$ cat config.mk
export PLATFORM = sky130hd
export DESIGN_NAME = bus_rx_flow
export DESIGN_NICKNAME = d
export VERILOG_FILES = /design/src/rtl/bus_rx_flow_pkg.sv /design/src/rtl/bus_rx_flow_bus_rx.sv /design/src/rtl/bus_rx_flow.sv
export SDC_FILE = /design/constraint.sdc
export NUM_CORES = 1
export LEC_CHECK = 0
export CAP_MARGIN = 20
export CORE_MARGIN = 2
export CORE_UTILIZATION = 52
export DETAILED_ROUTE_END_ITERATION = 10
export MAX_ROUTING_LAYER = met4
export PLACE_DENSITY = 0.78
export SKIP_CTS_REPAIR_TIMING = 1
export SKIP_LAST_GASP = 1
export SLEW_MARGIN = 20
export SYNTH_ARGS = -nofsm -noshare
export SYNTH_HDL_FRONTEND = slang
export SYNTH_SLANG_ARGS = --single-unit
$ cat constraint.sdc
create_clock -name clk_i -period 3 [get_ports clk_i]
set_input_delay 0.3 -clock clk_i [delete_from_list [all_inputs] [get_ports clk_i]]
set_output_delay 0.3 -clock clk_i [all_outputs]
set_load 0.03 [all_outputs]
$ cat src/rtl/bus_rx_flow_pkg.sv
// ---------------------------------------------------------------------------
// bus_rx_flow_pkg
// Shared I3C controller receive-path definitions: receive FSM state encoding,
// bits-per-byte constant, bit counter reload value and the MSB-first shift
// helper used by the receive flow.
// ---------------------------------------------------------------------------
package bus_rx_flow_pkg;

  localparam int BitsPerByte = 8;

  // Bit counter counts down from the MSB index to 0.
  localparam logic [2:0] CntLoad = 3'(BitsPerByte - 1);

  typedef enum logic [1:0] {
    RX_IDLE      = 2'd0,
    RX_READ_BYTE = 2'd1,
    RX_READ_BIT  = 2'd2,
    RX_NEXT_TASK = 2'd3
  } rx_state_e;

  // Shift one new bit in at the LSB end; the first bit received ends up in [7].
  function automatic logic [7:0] shift_in(input logic [7:0] sr, input logic b);
    return {sr[6:0], b};
  endfunction

endpackage

$ cat src/rtl/bus_rx_flow_bus_rx.sv
// ---------------------------------------------------------------------------
// bus_rx
// Edge-qualified SDA sampler with optional SDA stability checker.
//
// Optional feature macro: I3C_RX_SDA_STABLE_CHECK_EN
//   defined   : the level taken at an accepted SCL rising edge is compared
//               with sda each following cycle until the SCL falling edge;
//               a difference raises stab_err for one cycle.
//   undefined : stab_err is tied low and no compare logic exists.
//
// Ports
//   clk, rst        : clock, asynchronous active-high reset
//   scl_posedge     : one-cycle pulse on SCL rising edge
//   scl_negedge     : one-cycle pulse on SCL falling edge
//   sda             : synchronized SDA level
//   enable          : receive FSM is willing to accept a sample this cycle
//   sample_valid    : a bit is sampled this cycle
//   sample_bit      : the sampled bit value
//   stab_err        : SDA moved while SCL was high (combinational)
// ---------------------------------------------------------------------------
module bus_rx (
  input  logic clk,
  input  logic rst,
  input  logic scl_posedge,
  input  logic scl_negedge,
  input  logic sda,
  input  logic enable,
  output logic sample_valid,
  output logic sample_bit,
  output logic stab_err
);

  assign sample_valid = scl_posedge & enable;
  assign sample_bit   = sda;

`ifdef I3C_RX_SDA_STABLE_CHECK_EN
  logic armed_r;
  logic level_r;

  // A new rising edge starts a fresh bit, so the compare is skipped in that
  // cycle; the falling edge cycle is also excluded because SDA may move there.
  assign stab_err = armed_r & ~scl_posedge & ~scl_negedge & (sda != level_r);

  // Capture the sampled level and keep the checker armed while SCL is high.
  always_ff @(posedge clk or posedge rst) begin
    if (rst) begin
      armed_r <= 1'b0;
      level_r <= 1'b0;
    end else if (sample_valid) begin
      armed_r <= 1'b1;
      level_r <= sda;
    end else if (scl_negedge || stab_err) begin
      armed_r <= 1'b0;
      level_r <= level_r;
    end else begin
      armed_r <= armed_r;
      level_r <= level_r;
    end
  end
`else
  logic unused_s;

  assign stab_err = 1'b0;
  assign unused_s = ^{clk, rst, scl_negedge};
`endif

endmodule

$ cat src/rtl/bus_rx_flow.sv
// ---------------------------------------------------------------------------
// bus_rx_flow
// I3C receive flow: receives a byte (MSB first) or a single bit (T-bit or
// ACK/NACK) on request, sampling SDA on accepted SCL rising edges.
//
// Optional feature macro: I3C_RX_SDA_STABLE_CHECK_EN (SDA stability check,
// reported on bus_error_o; tied low when undefined).
//
// Ports
//   clk_i          : clock
//   rst_i          : asynchronous active-high reset
//   scl_posedge_i  : one-cycle pulse per SCL rising edge
//   scl_negedge_i  : one-cycle pulse per SCL falling edge
//   sda_i          : synchronized SDA level
//   req_byte_i     : request to receive 8 bits
//   req_bit_i      : request to receive 1 bit
//   rx_data_o      : last received byte / bit (bit in [0])
//   rx_done_o      : one-cycle pulse, rx_data_o valid from this cycle
//   rx_idle_o      : FSM is in Idle
//   req_error_o    : both requests high (combinational)
//   bus_error_o    : one-cycle pulse when SDA changed while SCL high
// ---------------------------------------------------------------------------
module bus_rx_flow
  import bus_rx_flow_pkg::*;
(
  input  logic       clk_i,
  input  logic       rst_i,
  input  logic       scl_posedge_i,
  input  logic       scl_negedge_i,
  input  logic       sda_i,
  input  logic       req_byte_i,
  input  logic       req_bit_i,
  output logic [7:0] rx_data_o,
  output logic       rx_done_o,
  output logic       rx_idle_o,
  output logic       req_error_o,
  output logic       bus_error_o
);

  rx_state_e  state_r, state_next_s;
  logic [2:0] cnt_r, cnt_next_s;
  logic [7:0] shift_r, shift_next_s;
  logic [7:0] rx_data_r, rx_data_next_s;
  logic       rx_done_r, rx_done_next_s;
  logic       idle_r;
  logic       req_err_s;
  logic       enable_s;
  logic       sample_valid_s;
  logic       sample_bit_s;
  logic       stab_err_s;

  assign req_err_s   = req_byte_i & req_bit_i;
  assign req_error_o = req_err_s;

  // Samples are accepted only while exactly one request is up and it matches
  // the transfer in progress; Idle/NextTaskDecision accept on the first
  // request cycle so no edge is lost between transfers.
  assign enable_s = (req_byte_i ^ req_bit_i) &
                    ((state_r == RX_IDLE) | (state_r == RX_NEXT_TASK) |
                     ((state_r == RX_READ_BYTE) & req_byte_i) |
                     ((state_r == RX_READ_BIT)  & req_bit_i));

  bus_rx u_bus_rx (
    .clk          (clk_i),
    .rst          (rst_i),
    .scl_posedge  (scl_posedge_i),
    .scl_negedge  (scl_negedge_i),
    .sda          (sda_i),
    .enable       (enable_s),
    .sample_valid (sample_valid_s),
    .sample_bit   (sample_bit_s),
    .stab_err     (stab_err_s)
  );

  // Next-state, shift/counter and output-data decisions of the receive FSM.
  always_comb begin
    state_next_s   = state_r;
    cnt_next_s     = cnt_r;
    shift_next_s   = shift_r;
    rx_data_next_s = rx_data_r;
    rx_done_next_s = 1'b0;
    case (state_r)
      RX_IDLE, RX_NEXT_TASK: begin
        cnt_next_s   = CntLoad;
        shift_next_s = 8'h00;
        if (req_err_s || stab_err_s) begin
          state_next_s = RX_IDLE;
        end else if (req_byte_i) begin
          state_next_s = RX_READ_BYTE;
          if (sample_valid_s) begin
            shift_next_s = shift_in(8'h00, sample_bit_s);
            cnt_next_s   = CntLoad - 3'd1;
          end else begin
            shift_next_s = 8'h00;
          end
        end else if (req_bit_i) begin
          if (sample_valid_s) begin
            state_next_s   = RX_NEXT_TASK;
            rx_data_next_s = {7'b0000000, sample_bit_s};
            rx_done_next_s = 1'b1;
          end else begin
            state_next_s = RX_READ_BIT;
          end
        end else begin
          state_next_s = RX_IDLE;
        end
      end
      RX_READ_BYTE: begin
        if (req_err_s || !req_byte_i || stab_err_s) begin
          // Abort: discard the partial byte, keep the last delivered data.
          state_next_s = RX_IDLE;
          cnt_next_s   = CntLoad;
          shift_next_s = 8'h00;
        end else if (sample_valid_s) begin
          if (cnt_r == 3'd0) begin
            state_next_s   = RX_NEXT_TASK;
            rx_data_next_s = shift_in(shift_r, sample_bit_s);
            rx_done_next_s = 1'b1;
            cnt_next_s     = CntLoad;
            shift_next_s   = 8'h00;
          end else begin
            shift_next_s = shift_in(shift_r, sample_bit_s);
            cnt_next_s   = cnt_r - 3'd1;
          end
        end else begin
          state_next_s = RX_READ_BYTE;
        end
      end
      RX_READ_BIT: begin
        if (req_err_s || !req_bit_i || stab_err_s) begin
          state_next_s = RX_IDLE;
        end else if (sample_valid_s) begin
          state_next_s   = RX_NEXT_TASK;
          rx_data_next_s = {7'b0000000, sample_bit_s};
          rx_done_next_s = 1'b1;
        end else begin
          state_next_s = RX_READ_BIT;
        end
      end
      default: begin
        state_next_s = RX_IDLE;
        cnt_next_s   = CntLoad;
        shift_next_s = 8'h00;
      end
    endcase
  end

  // FSM state, datapath and registered outputs.
  always_ff @(posedge clk_i or posedge rst_i) begin
    if (rst_i) begin
      state_r   <= RX_IDLE;
      cnt_r     <= CntLoad;
      shift_r   <= 8'h00;
      rx_data_r <= 8'h00;
      rx_done_r <= 1'b0;
      idle_r    <= 1'b1;
    end else begin
      state_r   <= state_next_s;
      cnt_r     <= cnt_next_s;
      shift_r   <= shift_next_s;
      rx_data_r <= rx_data_next_s;
      rx_done_r <= rx_done_next_s;
      idle_r    <= (state_next_s == RX_IDLE);
    end
  end

`ifdef I3C_RX_SDA_STABLE_CHECK_EN
  logic bus_error_r;

  // One-cycle bus error pulse following a detected SDA instability.
  always_ff @(posedge clk_i or posedge rst_i) begin
    if (rst_i) begin
      bus_error_r <= 1'b0;
    end else begin
      bus_error_r <= stab_err_s;
    end
  end

  assign bus_error_o = bus_error_r;
`else
  assign bus_error_o = 1'b0;
`endif

  assign rx_data_o = rx_data_r;
  assign rx_done_o = rx_done_r;
  assign rx_idle_o = idle_r;

endmodule

* Word level (Yosys, flattened, before mapping) *
Index checks and enable logic that the tools add are counted.
Widths: inputs -> output; s select.

operators by class
  $add $sub $neg = 1
  equal/unequal tests = 11
  muxes and demuxes = 41
  bitwise logic cells = 9
  reductions and logical operators = 11

operators with widths
  kind                 count
  $mux 8               8
  $pmux 8 s3           1
  $mux 7               3
  $mux 1               15
  $mux 2               7
  $pmux 7 s2           1
  $ne 2x2->1 const B   6
  $mux 3               3
  $reduce_and 7->1     1
  $pmux 2 s3           1
  $pmux 3 s2           1
  $and 1x1->1          5
  $eq 2x2->1 const B   2
  $logic_not 2->1      2
  $logic_not 3->1      1
  $ne 3x2->1 const B   1
  $or 1x1->1           3
  $pmux 1 s3           1
  $sub 3x1->3 const B  1
  $eq 2x1->1 const B   1
  $logic_not 1->1      2
  $logic_or 1x1->1     2
  $ne 2x1->1 const B   1
  $reduce_and 2->1     1
  3 further kinds      3

storage, ports and cells
  register bits = 22

* Longest topological paths before layout *
  depth in word-level cells = 12
  gate-level depth with buffers = 8
  mapped depth without buffers = 7

* Cells and area by module *
A second synthesis with hierarchy kept.

second synthesis, totals
  cell total of the unflattened synthesis = 108
  area, all modules = 1178.6 um^2

modules (own cells, without submodules)
  module       instances  cells an instance  area an instance (um^2)  seq. area each (um^2)
  bus_rx_flow  1          104                1153.6                   555.5
  bus_rx       1          4                  25.0                     0.0

* Worst setup path after synthesis *
Ideal clock, no wire load.

  path type = reg2reg
  from = register state_r[0]
  to = register rx_data_r[0], in the netlist rx_data_o[0]
  setup time = 0.125 ns
  arrival = 2.080 ns
  data required time = 2.875 ns
  path slack = 0.795 ns
  stages on the path, launching flop included = 9
  path buffers = 2
  period minus slack after synthesis = 2.205 ns
  cell sequence = dfrtp_1 -> inv_1 -> ha_1 -> buf_2 -> a221oi_2 -> or2_1 -> or4_4 -> buf_6 -> mux2_4

between the ends
  cells in the longest elaborated chain, start to end = 11
  elaborated cells on any way between the ends = 26

RTL lines
  element                                           line                                  text
  start: declaration                                bus_rx_flow.sv:40                     rx_state_e state_r, state_next_s;
  start signal: assignment                          bus_rx_flow.sv:158                    state_r <= state_next_s;
  $eq 2x2->1, or another cell as far along          bus_rx_flow.sv:59, bus_rx_flow.sv:82
  $or 1x1->1 / $and 1x1->1 (equally long branches)  bus_rx_flow.sv:59, bus_rx_flow.sv:60
  $or 1x1->1                                        bus_rx_flow.sv:59                     ((state_r == RX_IDLE) | (state_r == RX_NEXT_TASK) |
  $or 1x1->1                                        bus_rx_flow.sv:60                     ((state_r == RX_READ_BYTE) & req_byte_i) |
  $and 1x1->1                                       bus_rx_flow.sv:58                     assign enable_s = (req_byte_i ^ req_bit_i) &
  $and 1x1->1                                       bus_rx_flow_bus_rx.sv:33              assign sample_valid = scl_posedge & enable;
  $mux 8 (4 in a row)                               --
  $pmux 8 s3                                        bus_rx_flow.sv:82                     case (state_r)
  end signal: assignment                            bus_rx_flow.sv:161                    rx_data_r <= rx_data_next_s;
  end: declaration                                  bus_rx_flow.sv:43                     logic [7:0] rx_data_r, rx_data_next_s;

Parallel ways exist; a longest one is shown, timed or not. The select of a mux whose other input is x is not followed.
A chain may end at the register's enable or synchronous reset.

* Worst setup path in the final report *
  from = input req_bit_i
  to = register rx_data_r[0], in the netlist rx_data_o[0]

between the ends
  cells in the longest elaborated chain, start to end = 9
  elaborated cells on any way between the ends = 21

RTL lines
  element              line                      text
  start: declaration   bus_rx_flow.sv:32         input logic req_bit_i,
  $and 1x1->1          bus_rx_flow.sv:61         ((state_r == RX_READ_BIT) & req_bit_i));
  $or 1x1->1           bus_rx_flow.sv:60
  $and 1x1->1          bus_rx_flow.sv:58
  $and 1x1->1          bus_rx_flow_bus_rx.sv:33
  $mux 8 (4 in a row)  --
  $pmux 8 s3           --

Parallel ways exist; a longest one is shown, timed or not. The select of a mux whose other input is x is not followed.

==> run summary <==
Avg Cell Area, Syn: 10.2 um^2
Worst Tran Pin Value: 800 ps
CP Cell Sequence: clkdlybuf4s50_1, ha_1, nand2b_1, or2_1, or4_4, mux2_4
Hold crit path type: in -> async
Rows: 17
RSZ-0062 raised after global routing: no
Fin Clk Skew: 1.67 ps
Power Density: 506 nW/um^2
Clock Sinks: 22
Tmin final: 2460 ps
CTS buffer count: 3
Post-synthesis cell count: 118
Overall routed net length: 2100 um
Worst path slowest cell: or4_4
Max Cap Violations: 0
ANT cells: 0
CTS root buf: clkbuf_4
Slew HR: 0.466
Core footprint: 2190 um^2
Placer congestion estimate: 0.926
First-pass GRT wire length: 3720 um
CP max FO: 8
Routed via count: 859
Area Growth Syn to Fin: 16.3%
H-Tree Depth: 1
Data required, critical path: 3200 ps
HPWL after detailed placement: 1640 um
Clk_lat worst skew: 300 ps
Post-Place Cells: 158
Final period util: 0.819
CP endpoint kind: flip-flop
Final-stage net count: 149
Synth unique cells: 34
Drt via density: 5.30
Clock buffer depth: 2
Grt total ovfl: 0
#FFs+latches synth: 22
Chip width: 52.1 um
Delay-heaviest family, CP: simple AND/OR/NAND/NOR gates
P_int: 0.478 mW
CTS tree: done
Crit path arrival time: 2660 ps
Gate power share: 0.323
Maximum clock rate: 0.407 GHz
Final hold violations: 0
Post-Syn Area: 1200 um^2
Wire per inst: 13.0 um
Switching share of power: 0.324
Antenna-violating nets left: 0
Hold slack: 437 ps
Biggest cell delay along the critical path: 630 ps
Syn_nets: 132
Initial DRT Pass Iterations: 4
Worst path buffer plus inverter count: 1
Die area: 2710 um^2
Register area share after synthesis: 0.462
Leak Pwr: 0.673 nW
Setup TNS: 0 ps
Register share of total power: 0.488
Clock-pin slew on the worst setup and hold paths: 110 ps
Initial drt markers: 9
# setup viols final: 0
Sw power: 0.229 mW
DP Area: 1370 um^2
DRC errors left: 0
Largest net degree at the start of global routing: 23
Peak VDD IR: 0.000387 V
Total Routing Usage GR: 0.192
Final slew viol count: 0
Final instance area: 1400 um^2
Crit Path Class: in -> reg
Layout cells sized above 1: 0.127
IO Pins: 19
Initial antenna violation count: 0
Startpoint Class: input pin
Vias in the first global route: 838
I/O Buffers: 16
Initial core utilization: 0.549
Run status: complete, no violations
Warnings from Yosys: 0
Layout Cells excl Fill: 162
DIE HEIGHT: 52.1 um
Clock network power share: 0.189
[power groups by stage]
stage	clock network, mW	logic (mW)	registers (mW)
final	0.133	0.229	0.345
after global routing	0.149	0.248	0.349
after CTS	0.140	0.231	0.346
after detailed placement	0	0.230	0.352
after global placement	0	0.224	0.349
after floorplan	0	0.106	0.397
[layer usage]
metal  track usage  vias up  wire (um)
met4        0.0526        0         23
li1              -      425          -
met1         0.226      420        952
met5             -        -          0
met3        0.0517        5         65
met2         0.325        9       1060
[cell usage in the layout (no fill, tap or decap), drive strengths merged, types with 2 or more instances in the layout]
cell / n
a22o: 2
mux2i: 11
nand3: 2
inv: 19
dfrtp: 18
or4: 2
o21ai: 3
nor4: 2
ha: 7
nor2b: 3
nand2: 13
mux2: 5
clkdlybuf4s50: 16
clkbuf: 4
a21oi: 2
nor2: 7
dfstp: 4
[worst reg2reg max path: stages, from the launching register on]
cell      delay, ps
dfrtp_1         420
inv_1            70
ha_1            400
a221oi_2        180
or2_1           280
or4_4           630
mux2_4          330
[path summary, 6_finish.rpt]
kind | to | from | slack (ps) | cells past startpoint
max in group asynchronous | state_r[1]$_DFF_PP0_ | rst_i | 2070 | 2
worst min register to register | rx_data_o[6]$_DFFE_PP0P_ | rx_data_o[6]$_DFFE_PP0P_ | 520 | 1
worst max-delay path | rx_data_o[0]$_DFFE_PP0P_ | req_bit_i | 540 | 6
worst min-delay path | shift_r[5]$_DFFE_PP0P_ | rst_i | 440 | 2
min in group clk_i | rx_data_o[6]$_DFFE_PP0P_ | rx_data_o[6]$_DFFE_PP0P_ | 520 | 1
worst max register to register | rx_data_o[0]$_DFFE_PP0P_ | state_r[1]$_DFF_PP0_ | 580 | 6
[area by class of cell]
| cell class | count | area (um^2) |
|---|---|---|
| clock buffer | 4 | 26.3 |
| fill | 186 | 792 |
| inverter | 19 | 71.3 |
| multi-input combinational | 72 | 543 |
| sequential | 22 | 556 |
| tap | 28 | 35.0 |
| timing repair buffer | 17 | 168 |
[Yosys cell counts (all sizes together)]
| cell type | count | share of area |
|---|---|---|
| nor4b | 1 | 0.0073 |
| or2 | 1 | 0.0052 |
| and4bb | 1 | 0.010 |
| a221oi | 1 | 0.012 |
| a21oi | 2 | 0.0083 |
| nor2b | 3 | 0.016 |
| nand2b | 1 | 0.0052 |
| o21ai | 3 | 0.012 |
| nor2 | 7 | 0.022 |
| or4 | 2 | 0.016 |
| dfstp | 4 | 0.087 |
| dfrtp | 18 | 0.37 |
| buf | 4 | 0.024 |
| inv | 19 | 0.059 |
| nand3 | 2 | 0.0083 |
| a211oi | 1 | 0.0062 |
| o21ba | 1 | 0.0083 |
| a21boi | 1 | 0.0062 |
| nand2 | 13 | 0.041 |
| a22o | 2 | 0.015 |
| conb | 1 | 0.0031 |
| ha | 7 | 0.073 |
| mux2i | 11 | 0.092 |
| clkbuf | 1 | 0.0031 |
| nor3 | 1 | 0.0042 |
| mux2 | 5 | 0.050 |
| nor3b | 1 | 0.0062 |
| o311ai | 1 | 0.0073 |
| o41ai | 1 | 0.0073 |
| nor4 | 2 | 0.010 |
[state kept, by name (all words and copies together) (netlist names)]
signal     cells
cnt_r          3
rx_data_o      8
rx_done_o      1
rx_idle_o      1
shift_r        7
state_r        2
[logic make-up after synthesis]
kind of cell / share of synthesized area
multiplexers: 0.142
other: 0.00312
buffers and inverters: 0.0864
flip-flops: 0.462
AND/OR/NAND/NOR: 0.151
AO/OA/AOI/OAI: 0.0832
adder cells (fa/ha/maj): 0.0728
[through the flow]
stage,utilization,power [mW],setup WS [ps]
floorplan,-,0.503,795
global placement,0.626,0.573,274
detailed placement,0.626,0.582,222
CTS,0.638,0.716,551
global route,0.638,0.746,428
finish,0.638,0.707,542
No activity file was read; power rests on OpenSTA's default activity.
